### config.mk
export PLATFORM = sky130hd
export DESIGN_NAME = matmul_operand_feeder_flat
export DESIGN_NICKNAME = d
export VERILOG_FILES = /design/src/rtl/matmul_pkg.sv /design/src/rtl/matmul_operand_feeder_if.sv /design/src/rtl/matmul_operand_store.sv /design/src/rtl/matmul_operand_feeder.sv /design/src/flat_wrapper.sv
export SDC_FILE = /design/constraint.sdc
export NUM_CORES = 1
export LEC_CHECK = 0
export CAP_MARGIN = 10
export CORE_MARGIN = 2
export CORE_UTILIZATION = 31
export CTS_CLUSTER_SIZE = 40
export DETAILED_ROUTE_END_ITERATION = 10
export DONT_BUFFER_PORTS = 1
export HOLD_SLACK_MARGIN = 0.03
export PLACE_DENSITY = 0.43
export SKIP_LAST_GASP = 1
export SLEW_MARGIN = 20
export SYNTH_ARGS = -nofsm -noshare
export SYNTH_HDL_FRONTEND = slang
export SYNTH_SLANG_ARGS = --single-unit
### constraint.sdc
create_clock -name clk -period 3.29 [get_ports clk]
set_clock_uncertainty 0.05 [all_clocks]
set_input_delay 0.658 -clock clk [delete_from_list [all_inputs] [get_ports clk]]
set_output_delay 0.658 -clock clk [all_outputs]
set_load 0.05 [all_outputs]
### src/rtl/matmul_pkg.sv
// Shared constants and types for the 3x3 matmul operand feeder.
package matmul_pkg;
  localparam int DATA_WIDTH = 8;
  localparam int DIM = 3;
  localparam int NELEM = DIM * DIM;

  typedef enum logic [1:0] {
    IDLE,
    RUN,
    FLUSH
  } state_t;

  typedef logic [1:0] idx_t;
endpackage

### src/rtl/matmul_operand_feeder_if.sv
// Element write bus plus row/col operand stream with valid/ready.
interface matmul_operand_feeder_if #(
  parameter int DW = matmul_pkg::DATA_WIDTH,
  parameter int VW = DW * matmul_pkg::DIM
);
  logic          wr_en;
  logic          wr_sel;
  logic [3:0]    wr_addr;
  logic [DW-1:0] wr_data;
  logic [VW-1:0] row;
  logic [VW-1:0] col;
  logic          out_valid;
  logic          out_ready;

  modport master (
    input  wr_en, wr_sel, wr_addr, wr_data,
    input  out_ready,
    output row, col, out_valid
  );

  modport slave (
    output wr_en, wr_sel, wr_addr, wr_data,
    output out_ready,
    input  row, col, out_valid
  );
endinterface

### src/rtl/matmul_operand_store.sv
// Two 9-entry element files (A, B) with write decode and
// combinational row(i)/col(j) vector reads.
module matmul_operand_store
  import matmul_pkg::*;
#(
  parameter int DW = 8,
  parameter int VW = 24
) (
  input  logic          clk,
  input  logic          reset,
  input  logic          i_we,
  input  logic          i_sel,
  input  logic [3:0]    i_addr,
  input  logic [DW-1:0] i_data,
  input  idx_t          i_ri,
  input  idx_t          i_cj,
  output logic [VW-1:0] o_row,
  output logic [VW-1:0] o_col
);

  logic [DW-1:0] r_a [NELEM];
  logic [DW-1:0] r_b [NELEM];
  logic          w_hit;
  logic [3:0]    w_rb;
  logic [3:0]    w_cb;

  assign w_hit = i_we && (i_addr < 4'(NELEM));

  always_ff @(posedge clk or negedge reset) begin
    if (!reset) begin
      for (int k = 0; k < NELEM; k++) begin
        r_a[k] <= '0;
        r_b[k] <= '0;
      end
    end else if (w_hit) begin
      if (i_sel) r_b[i_addr] <= i_data;
      else       r_a[i_addr] <= i_data;
    end
  end

  // Counter value 3 never occurs; map it to 0 to keep reads in range.
  always_comb begin
    w_rb = 4'd0;
    w_cb = 4'd0;
    unique case (i_ri)
      2'd1:    w_rb = 4'd3;
      2'd2:    w_rb = 4'd6;
      default: w_rb = 4'd0;
    endcase
    unique case (i_cj)
      2'd1:    w_cb = 4'd1;
      2'd2:    w_cb = 4'd2;
      default: w_cb = 4'd0;
    endcase
  end

  assign o_row = {r_a[w_rb], r_a[w_rb + 4'd1], r_a[w_rb + 4'd2]};
  assign o_col = {r_b[w_cb], r_b[w_cb + 4'd3], r_b[w_cb + 4'd6]};

endmodule

### src/rtl/matmul_operand_feeder.sv
// Operand sequencer for the MAC3 stage: sweeps all (i,j) pairs.
// Optional FEEDER_WR_LOCK_EN drops writes while busy and flags wr_err.
module matmul_operand_feeder #(
  parameter int DATA_WIDTH = 8,
  parameter int DIM        = 3,
  parameter int VEC_W      = DATA_WIDTH * DIM
) (
  input  logic clk,
  input  logic reset,
  matmul_operand_feeder_if.master bus,
  input  logic       go,
  output logic       busy,
  output logic       mac_start,
  output logic       res_valid,
  output logic [1:0] res_i,
  output logic [1:0] res_j,
  output logic       done
`ifdef FEEDER_WR_LOCK_EN
  ,
  output logic       wr_err
`endif
);
  import matmul_pkg::state_t;
  import matmul_pkg::idx_t;
  import matmul_pkg::IDLE;
  import matmul_pkg::RUN;
  import matmul_pkg::FLUSH;

  localparam idx_t LAST = idx_t'(DIM - 1);

  state_t r_state, w_state_nxt;
  idx_t   r_i, r_j, w_i_nxt, w_j_nxt;
  logic   r_flush;
  logic   r_v1, r_v2;
  idx_t   r_i1, r_j1, r_i2, r_j2;
  logic   w_acc;
  logic   w_we;

  assign busy          = (r_state != IDLE);
  assign bus.out_valid = (r_state == RUN);
  assign w_acc         = bus.out_valid && bus.out_ready;

`ifdef FEEDER_WR_LOCK_EN
  logic r_wr_err;
  assign w_we   = bus.wr_en && !busy;
  assign wr_err = r_wr_err;

  always_ff @(posedge clk or negedge reset) begin
    if (!reset) r_wr_err <= 1'b0;
    else if (bus.wr_en && busy && (bus.wr_addr < 4'd9))
      r_wr_err <= 1'b1;
  end
`else
  assign w_we = bus.wr_en;
`endif

  matmul_operand_store #(
    .DW (DATA_WIDTH),
    .VW (VEC_W)
  ) u_store (
    .clk    (clk),
    .reset  (reset),
    .i_we   (w_we),
    .i_sel  (bus.wr_sel),
    .i_addr (bus.wr_addr),
    .i_data (bus.wr_data),
    .i_ri   (r_i),
    .i_cj   (r_j),
    .o_row  (bus.row),
    .o_col  (bus.col)
  );

  always_comb begin
    w_state_nxt = r_state;
    w_i_nxt     = r_i;
    w_j_nxt     = r_j;
    unique case (r_state)
      IDLE: begin
        if (go) begin
          w_state_nxt = RUN;
          w_i_nxt     = '0;
          w_j_nxt     = '0;
        end
      end
      RUN: begin
        if (w_acc) begin
          if (r_j == LAST) begin
            w_j_nxt = '0;
            if (r_i == LAST) begin
              w_i_nxt     = '0;
              w_state_nxt = FLUSH;
            end else begin
              w_i_nxt = r_i + 2'd1;
            end
          end else begin
            w_j_nxt = r_j + 2'd1;
          end
        end
      end
      FLUSH: begin
        if (r_flush) w_state_nxt = IDLE;
      end
      default: w_state_nxt = IDLE;
    endcase
  end

  always_ff @(posedge clk or negedge reset) begin
    if (!reset) begin
      r_state <= IDLE;
      r_i     <= '0;
      r_j     <= '0;
      r_flush <= 1'b0;
    end else begin
      r_state <= w_state_nxt;
      r_i     <= w_i_nxt;
      r_j     <= w_j_nxt;
      r_flush <= (r_state == FLUSH) ? !r_flush : 1'b0;
    end
  end

  // Stage 1 lines up with the MAC input flops, stage 2 with its result.
  always_ff @(posedge clk or negedge reset) begin
    if (!reset) begin
      r_v1 <= 1'b0;
      r_i1 <= '0;
      r_j1 <= '0;
      r_v2 <= 1'b0;
      r_i2 <= '0;
      r_j2 <= '0;
    end else begin
      r_v1 <= w_acc;
      r_i1 <= r_i;
      r_j1 <= r_j;
      r_v2 <= r_v1;
      r_i2 <= r_i1;
      r_j2 <= r_j1;
    end
  end

  assign mac_start = r_v1;
  assign res_valid = r_v2;
  assign res_i     = r_i2;
  assign res_j     = r_j2;
  assign done      = (r_state == FLUSH) && r_flush && r_v2;

endmodule

### src/flat_wrapper.sv
// flat-port wrapper written by rule: the top's interface ports become plain ports
module matmul_operand_feeder_flat import matmul_pkg::state_t; import matmul_pkg::idx_t; import matmul_pkg::IDLE; import matmul_pkg::RUN; import matmul_pkg::FLUSH;
#(
  parameter int DATA_WIDTH = 8,
  parameter int DIM        = 3,
  parameter int VEC_W      = DATA_WIDTH * DIM
)
  (clk, reset, go, busy, mac_start, res_valid, res_i, res_j, done, bus_wr_en, bus_wr_sel, bus_wr_addr, bus_wr_data, bus_out_ready, bus_row, bus_col, bus_out_valid);
  matmul_operand_feeder_if bus_i ();
  input  logic clk;
  input  logic reset;
  input  logic go;
  output logic busy;
  output logic mac_start;
  output logic res_valid;
  output logic [1:0] res_i;
  output logic [1:0] res_j;
  output logic done;
  input wire logic [$bits(bus_i.wr_en)-1:0] bus_wr_en;
  input wire logic [$bits(bus_i.wr_sel)-1:0] bus_wr_sel;
  input wire logic [$bits(bus_i.wr_addr)-1:0] bus_wr_addr;
  input wire logic [$bits(bus_i.wr_data)-1:0] bus_wr_data;
  input wire logic [$bits(bus_i.out_ready)-1:0] bus_out_ready;
  output wire logic [$bits(bus_i.row)-1:0] bus_row;
  output wire logic [$bits(bus_i.col)-1:0] bus_col;
  output wire logic [$bits(bus_i.out_valid)-1:0] bus_out_valid;
  assign bus_i.wr_en = bus_wr_en;
  assign bus_i.wr_sel = bus_wr_sel;
  assign bus_i.wr_addr = bus_wr_addr;
  assign bus_i.wr_data = bus_wr_data;
  assign bus_i.out_ready = bus_out_ready;
  assign bus_row = bus_i.row;
  assign bus_col = bus_i.col;
  assign bus_out_valid = bus_i.out_valid;
  matmul_operand_feeder #(.DATA_WIDTH(DATA_WIDTH), .DIM(DIM), .VEC_W(VEC_W)) u_core (.clk(clk), .reset(reset), .bus(bus_i), .go(go), .busy(busy), .mac_start(mac_start), .res_valid(res_valid), .res_i(res_i), .res_j(res_j), .done(done));
endmodule
Word level (Yosys, flattened, before mapping). Cells that the tools add are included.

Bits in registers: 161. Input port bits: 18. Word-level logic and storage cells: 115.

$add $sub $neg: 6. Magnitude comparators: 9. Equal/unequal tests: 11. Muxes and demuxes: 39. Bitwise logic cells: 8. Reduce and logical (&&, ||, !) cells: 14.

Operator list (number): binary-select mux 8 bit (select 4 bit) (6); bitwise mux 72 bit (2); 2-to-1 mux 8 bit (13); greater-or-equal comparator 5 bit (second input constant) (7); inverter 4 -> 5 bit (7); demux 8 bit (select 4 bit) (1); 2-to-1 mux 2 bit (11); one-hot mux 2 bit (2 select lines) (3); adder 4 x 2 -> 4 bit (second input constant) (2); inequality test 2 bit (second input constant) (4); equality test 2 x 1 -> 1 bit (second input constant) (3); equality test 2 bit (second input constant) (3); one-hot mux 2 bit (3 select lines) (1); one-hot mux 3 bit (2 select lines) (1); logical AND 1 bit (5); < comparator 5 x 1 -> 1 bit (second input constant) (1); AND reduction 5 bit (1); adder 2 x 1 -> 2 bit (second input constant) (2); adder 4 x 1 -> 4 bit (second input constant) (1); adder 4 x 3 -> 4 bit (second input constant) (1); < comparator 4 bit (second input constant) (1); AND reduction 2 bit (2); AND reduction 4 bit (1); nonzero test 2 bit (2); other kinds (6) (6).

Longest topological paths before layout. Gate-level depths: netlist of the first run.

Word-level depth: 7. Depth in mapped cells: 8. Mapped depth without buffers: 5.

Cells and area by module. From an unflattened synthesis of the first run, not the netlist that was laid out.

Cell total of the unflattened synthesis: 584. Area, all modules: 8242.9 um2.

By module, submodules not included: matmul_operand_store (times used 1, cells each 540, area each 7618.6 um2, seq. area each 3603.5 um2); matmul_operand_feeder (times used 1, cells each 44, area each 624.3 um2, seq. area each 425.4 um2).

Worst setup path after synthesis of the first run. Ideal clock, no wire load.

Kind: reg2out. Start point: register u_core.r_i[0]. End point: output port bus_row[0]. Arrival: 2.702 ns. Setup slack: -0.120 ns. Cell stages (with the launch flop): 7. Buffers on the path: 2. Cells stage by stage: dfrtp_1 > inv_1 > ha_1 > buf_2 > buf_2 > mux4_2 > o21ai_0.

Longest elaborated chain between the ends: 7. Elaborated cells between the ends (all ways): 8. Classes of those cells: 1 x add/sub; 2 x eq/ne; 4 x mux; 1 x bitwise.

RTL lines: start, declared (line matmul_operand_feeder.sv:32) `idx_t r_i, r_j, w_i_nxt, w_j_nxt;`; start signal, assigned (line matmul_operand_feeder.sv:115) `r_i <= w_i_nxt;`; equality test 2 bit / equality test 2 x 1 -> 1 bit (equally long branches) (line matmul_operand_store.sv:45) `unique case (i_ri)`; one-hot mux 3 bit (2 select lines) * (line matmul_operand_store.sv:45); adder 4 x 2 -> 4 bit * (line matmul_operand_store.sv:57) `assign o_row = {r_a[w_rb], r_a[w_rb + 4'd1], r_a[w_rb + 4'd2]};`; inverter 4 -> 5 bit (not written as such) * (line matmul_operand_store.sv:57); binary-select mux 8 bit (select 4 bit) * (line matmul_operand_store.sv:57); 2-to-1 mux 8 bit (not written as such) * (2 in a row) (line matmul_operand_store.sv:57); end, declared (line flat_wrapper.sv:24) `output wire logic [$bits(bus_i.row)-1:0] bus_row;`.

Every way passes the cells marked *; elsewhere a longest branch is shown, timed or not. The select of a mux whose other input is x is not followed.

Worst setup path after layout of the first run.
Start point: register u_core.r_i[1]. End point: output port bus_row[6].

Same word-level chain as after synthesis.

==> results of run 1 <==
==> synthesized netlist by cell type (2+ instances only) <==
cell type	count
dfrtp_1	161
mux2_2	136
mux2i_1	48
mux4_2	40
nand2_1	40
buf_2	18
clkbuf_1	17
o21ai_0	15
nor2b_1	14
ha_1	9
a22o_1	8
a31o_2	8
mux2_4	8
nand2b_1	8
o21a_1	8
buf_4	6
o221ai_1	6
inv_1	5
nand3b_1	4
and3_1	2
and4bb_2	2
buf_1	2
nor2_1	2
nor3b_4	2
o211ai_1	2
==> per-stage QoR <==
step	instance area, sq um	hold WS [ns]	power, mW	setup WS [ns]
final	9740	-0.120	9.81	0.0801
after global routing	9740	-0.148	10.3	-0.0542
after CTS	9660	-0.138	9.81	-0.0640
after detailed placement	9070	0.285	7.89	0.263
after global placement	9070	0.285	7.83	0.323
after floorplan	8300	0.281	6.45	0.0913
==> layout make-up <==
cell class              instances  area, sq um
diodes                          1         2.50
fillers                      2447        16500
multi-input cells             378         4130
well taps                     335          419
inverters                       5         18.8
clock inverters                12         85.1
repair buffers                 47          603
clock buffers                  20          457
flip-flops and latches        161         4030
==> worst min-delay path by stage <==
stage / startpoint / end / slack [ns] / cells past startpoint
5_1_grt: reset / u_core.u_store.r_a[57]$_DFFE_PN0P_ / -0.15 / 0
4_1_cts: reset / u_core.u_store.r_a[57]$_DFFE_PN0P_ / -0.14 / 0
6_report: reset / u_core.u_store.r_a[57]$_DFFE_PN0P_ / -0.12 / 0
3_5_place_dp: u_core.r_j1[0]$_DFF_PN0_ / u_core.res_j[0]$_DFF_PN0_ / 0.28 / 0
3_3_place_gp: u_core.r_j1[0]$_DFF_PN0_ / u_core.res_j[0]$_DFF_PN0_ / 0.29 / 0
2_1_floorplan: u_core.r_i1[0]$_DFF_PN0_ / u_core.res_i[0]$_DFF_PN0_ / 0.28 / 0
==> flip-flops by register name, indices dropped and copies added (netlist names) <==
name / flops
u_core.res_j: 2
u_core.res_valid: 1
u_core.mac_start: 1
u_core.r_j1: 2
u_core.r_i1: 2
u_core.r_state: 2
u_core.r_j: 2
u_core.u_store.r_a: 72
u_core.u_store.r_b: 72
u_core.r_flush: 1
u_core.res_i: 2
u_core.r_i: 2
==> layer usage <==
| metal | GRT usage (%) | wire [microns] | up-vias |
|---|---|---|---|
| met5 | 0 | 0 | - |
| met4 | 3.59 | 216 | 0 |
| met3 | 4.33 | 1020 | 20 |
| met2 | 24.7 | 10000 | 81 |
| met1 | 20.8 | 9680 | 2688 |
| li1 | - | - | 2238 |
==> cell usage in the layout (no fill, tap or decap), types with 6 or more instances in the layout <==
cell type / netlist / routed
buf_12: 0 / 20
nand2_1: 40 / 40
mux2i_1: 48 / 48
buf_4: 6 / 27
a22o_1: 8 / 8
mux4_2: 40 / 40
o21ai_1: 0 / 10
nand2b_1: 8 / 8
mux2_4: 8 / 8
mux2_2: 136 / 136
dfrtp_1: 161 / 159
a31o_2: 8 / 8
clkbuf_16: 0 / 17
o221ai_1: 6 / 6
nor2b_1: 14 / 13
==> repair_timing <==
action / CTS / global route
hold endpoints to repair: 161 / 161
resized for setup: 4 / 14
setup buffers: 3 / 5
endpoints found under the setup margin: 13 / 25
==> cell families after synthesis <==
family,count (synthesis)
muxes,232
DFF,161
and+or+nand+nor,86
AOI/OAI and AO/OA,51
buffers and inverters,48
adders and majority gates,9
==> power breakdown <==
part | switching [mW] | internal [mW] | total, mW
combinational | 3.02 | 2.17 | 5.19
sequential | 0.399 | 2.40 | 2.80
clock | 0.816 | 1.01 | 1.82
total | 4.23 | 5.57 | 9.81
==> results.toml, run 1 <==
[yosys]
synth_flop_cell = "dfrtp_1"
synth_nets = 614
synth_compound_area_share_pct = 4.52
syn_inst = 587
synth_top_family_by_area = "multiplexers"
synthTopCellsByArea = "dfrtp_1, mux2_2, mux4_2"
synth_adder_area_share_pct = 1.36
syn-cell-area_sq_mm = 0.00830
synth_simple_gate_area_share_pct = 6.37
synth_seq_area_share_pct = 48.5
synthXorXnorAreaFrac_pct = 0
yosysTopAreaCell = "dfrtp_1"
synthMuxAreaShare_pct = 36.5
ys_warn_count = 0
synthDistinctLibCells = 41
synth.top_cell.area_share_pct = 48.5
avgSynthCellArea_sq_um = 14.1
synth-edff-count = 0
async_reset_ff_share_pct = 100
synth-seq-cells = 161

[timing]
timing.hold.ws_ns = -0.120
post-route-period-util_pct = 97.6
tns_ns = 0
slew_headroom_pct = 55.8
finalHoldViolations = 161
setup_viol = 0
tightest_slew_ns = 0.664
fin_crit_ns = 3.21
rsz0062_at_grt = "yes"
clock.fmax_mhz = 312
slew_violations = 0

[worst_setup_path]
crit_path_end = "bus_row[6]"
crit_chain = "inv_1 > ha_4 > buf_4 > mux2i_1 > mux4_2 > o21ai_1 > buf_12"
start_kind = "flip-flop"
r2r_cells = 4
cp_num_cells = 7
path_delay_family = "multiplexers"
reg2reg_to = "u_core.r_j[1]$_DFFE_PN0P_"
r2r-start = "u_core.r_j[1]$_DFFE_PN0P_"
cp-end-kind = "primary output"
max_stage_delay_ns = 0.47
cp_num_buf_inv = 3
critPathKind = "flip-flop to primary output"
crit_slowest_cell = "mux4_2"
path_max_fanout = 6
critical_path_required_ns = 2.58
arrival_ns = 2.50
worst-r2r-setup-slack_ns = 1.75
cp-startpoint = "u_core.r_i[1]$_DFFE_PN0P_"

[floorplanning]
ioPinCount = 75
coreArea_sq_mm = 0.0262
fp.dieH_microns = 168
design.die.area_sq_mm = 0.0281
die-width_microns = 168
rows = 59
start_util_pct = 31.7

[route]
ant_nets = 0
first_iter_violations = 323
wl_per_cell_microns = 21.8
viasPerCell = 5.24
finalWirelength_microns = 20900
vias = 5027
drtPass1Iterations = 7
drc = 0

[power_and_ir_drop]
p_leak_nw = 4.16
pwr_density_cell_mw_per_mm2 = 1010
peakVddDrop_uv = 385

[global_route]
globalRouteOverflowTotal = 0
track_usage_pct = 15.4
grt_pass1_vias = 5361
grt_pass1_wl_microns = 32900
grt_max_degree = 162
antenna_found_initial = 0

[cells_and_area]
fin_util_pct = 37.2
syn2layout_area_growth_pct = 17.3
final_cells = 959
final_nets = 637
drive_gt1_share_pct = 47.8

[clock_tree]
insertion_delay_ns = 0.42
cts.clk_slew.worst_paths_ns = 0.07
clockBufferDepth = 2
cts_made_buffers = 17
root_buffer = "clkbuf_16"
clkSinkCount = 161
tritoncts = "yes"
htree_levels = 4

[place]
io_buffers = 0
gp_congestion = 0.731
dp.cells = 918
post-dp-hpwl_microns = 13900

[run_status]
status = "complete, but fails checks"
violations = "hold timing"

[job]
cap_violations = 0

[hold_path]
min_path_type = "primary input to asynchronous set/reset pin"
(Power assumes the default switching activity.)
==> run 2: changes to the inputs <==
Settings changed: SETUP_SLACK_MARGIN from default to 0.15.
Clock period 3.29 ns to 3.1 ns, I/O delays scaled along.
==> run 2 against run 1 <==
- the flow still finishes with violations (hold timing)
- wire length rose by 7.0%
- count of clock-buffer cells in the layout fell by 3
- first-iteration DRC count fell by 24%
- flip-flop and latch count did not move
- non-clock buffer count rose by 19
- highest routed layer unchanged
==> results.toml, run 2 (same netlist as run 1, synthesis figures left out) <==
[run_status]
status = "complete, but fails checks"
violations = "hold timing"

[clock_tree]
clkSinkCount = 161
clockBufferDepth = 2
htree_levels = 4
cts_made_buffers = 17
cts.clk_slew.worst_paths_ns = 0.07
tritoncts = "yes"
root_buffer = "clkbuf_16"
insertion_delay_ns = 0.42

[floorplanning]
die-width_microns = 168
start_util_pct = 31.7
design.die.area_sq_mm = 0.0281
rows = 59
coreArea_sq_mm = 0.0262
fp.dieH_microns = 168
ioPinCount = 75

[route]
wl_per_cell_microns = 22.9
vias = 5082
drtPass1Iterations = 4
first_iter_violations = 247
ant_nets = 0
viasPerCell = 5.20
drc = 0
finalWirelength_microns = 22400

[job]
cap_violations = 0

[hold_path]
min_path_type = "primary input to asynchronous set/reset pin"

[power_and_ir_drop]
peakVddDrop_uv = 423
pwr_density_cell_mw_per_mm2 = 1130
p_leak_nw = 4.44
fin_total_pwr_mw = 11.8

[worst_setup_path]
critical_path_required_ns = 2.43
max_stage_delay_ns = 0.51
crit_path_frequent_cell = "buf_12"
crit_slowest_cell = "mux4_2"
worst-r2r-setup-slack_ns = 1.50
path_delay_family = "multiplexers"
crit_chain = "inv_4 > buf_6 > ha_4 > buf_12 > mux4_2 > o21a_4 > buf_12"
critPathKind = "flip-flop to primary output"
arrival_ns = 2.36
path_max_fanout = 6
start_kind = "flip-flop"
cp_num_buf_inv = 4
cp-end-kind = "primary output"

[timing]
finalHoldViolations = 161
post-route-period-util_pct = 97.7
slew_violations = 0
timing.hold.ws_ns = -0.155
slew_headroom_pct = 53.8
tns_ns = 0
setup_viol = 0
fin_crit_ns = 3.03
clock.fmax_mhz = 330
rsz0062_at_grt = "yes"
tightest_slew_ns = 0.693
setup_ws_ns = 0.0707

[cells_and_area]
fill_cells = 2387
final_nets = 656
design_area_sq_mm = 0.0104
reg_top3 = "u_core.u_store.r_a: 72 flops, u_core.u_store.r_b: 72 flops"
diodes = 0
fin_util_pct = 39.7
final_common_cell = "dfrtp_1"
final_cells = 977
drive_gt1_share_pct = 51.1
final_cell_mix = "dfrtp_1, mux2_2, mux2i_1"
syn2layout_area_growth_pct = 25.3

[global_route]
antenna_found_initial = 0
grt_pass1_vias = 5556
track_usage_pct = 16.4
grt_pass1_wl_microns = 34800
globalRouteOverflowTotal = 0
grt_max_degree = 162

[place]
io_buffers = 0
place_ws_ns = 0.186
post-dp-hpwl_microns = 13900
postPlaceCellArea_sq_mm = 0.00925
dp.cells = 923
gp_congestion = 0.724
## run 2: cell count changes in the layout (fill, tap and decap cells not counted), sizes merged
cell      change
clkinv        -1
inv           +7
bufinv        +1
buf          +15
diode         -1
clkbuf        -1
bufbuf        +2
clkinvlp      -4
## run 2: layout make-up
cell class                 instances  area [sq um]  area share, %
multi-input combinational        378          4290           41.2
sequential                       161          4030           38.8
timing repair buffer              66          1070           10.3
clock buffer                      17           425           4.09
tap                              335           419           4.03
clock inverter                    15           146           1.41
inverter                           5          21.3          0.204
## run 2: worst reg2reg max path, stage by stage (launching register included)
cell and delay [ns]:
dfrtp_2 0.45, ha_4 0.22, buf_12 0.13, buf_16 0.14, buf_4 0.14, a22o_1 0.19
a22o_1 0.17
## run 2: where the power goes
group | switching, mW | internal [mW]
clock network | 0.933 | 1.13
logic | 3.55 | 3.19
registers | 0.415 | 2.54
## run 2: what timing repair did
action / in CTS / in global routing
pin swaps: 4 / 7
gates cloned: 5 / 2
gates resized for setup: 35 / 15
endpoints found under the hold margin: 161 / 161
buffers inserted: 12 / 3
setup endpoints to repair: 42 / 43
## run 2: path summary, 6_finish.rpt
path	start	end	cells past startpoint
worst max-delay path	u_core.r_i[1]$_DFFE_PN0P_	bus_row[11]	7
worst min-delay path	reset	u_core.u_store.r_a[1]$_DFFE_PN0P_	0
worst max register to register	u_core.r_i[0]$_DFFE_PN0P_	u_core.r_i[1]$_DFFE_PN0P_	6
worst min register to register	u_core.r_j1[1]$_DFF_PN0_	u_core.res_j[1]$_DFF_PN0_	0
max in group asynchronous	reset	u_core.u_store.r_b[30]$_DFFE_PN0P_	0
min in group clk	bus_out_ready	u_core.mac_start$_DFF_PN0_	1
## run 2: routing by layer
metal  wire (microns)  global-route usage, %  vias to the layer above
li1                 -                      -                     2274
met1            10200                   21.8                     2715
met2            11100                   27.4                       84
met3              882                   3.78                        9
met4              143                   3.40                        0
met5                0                      0                        -
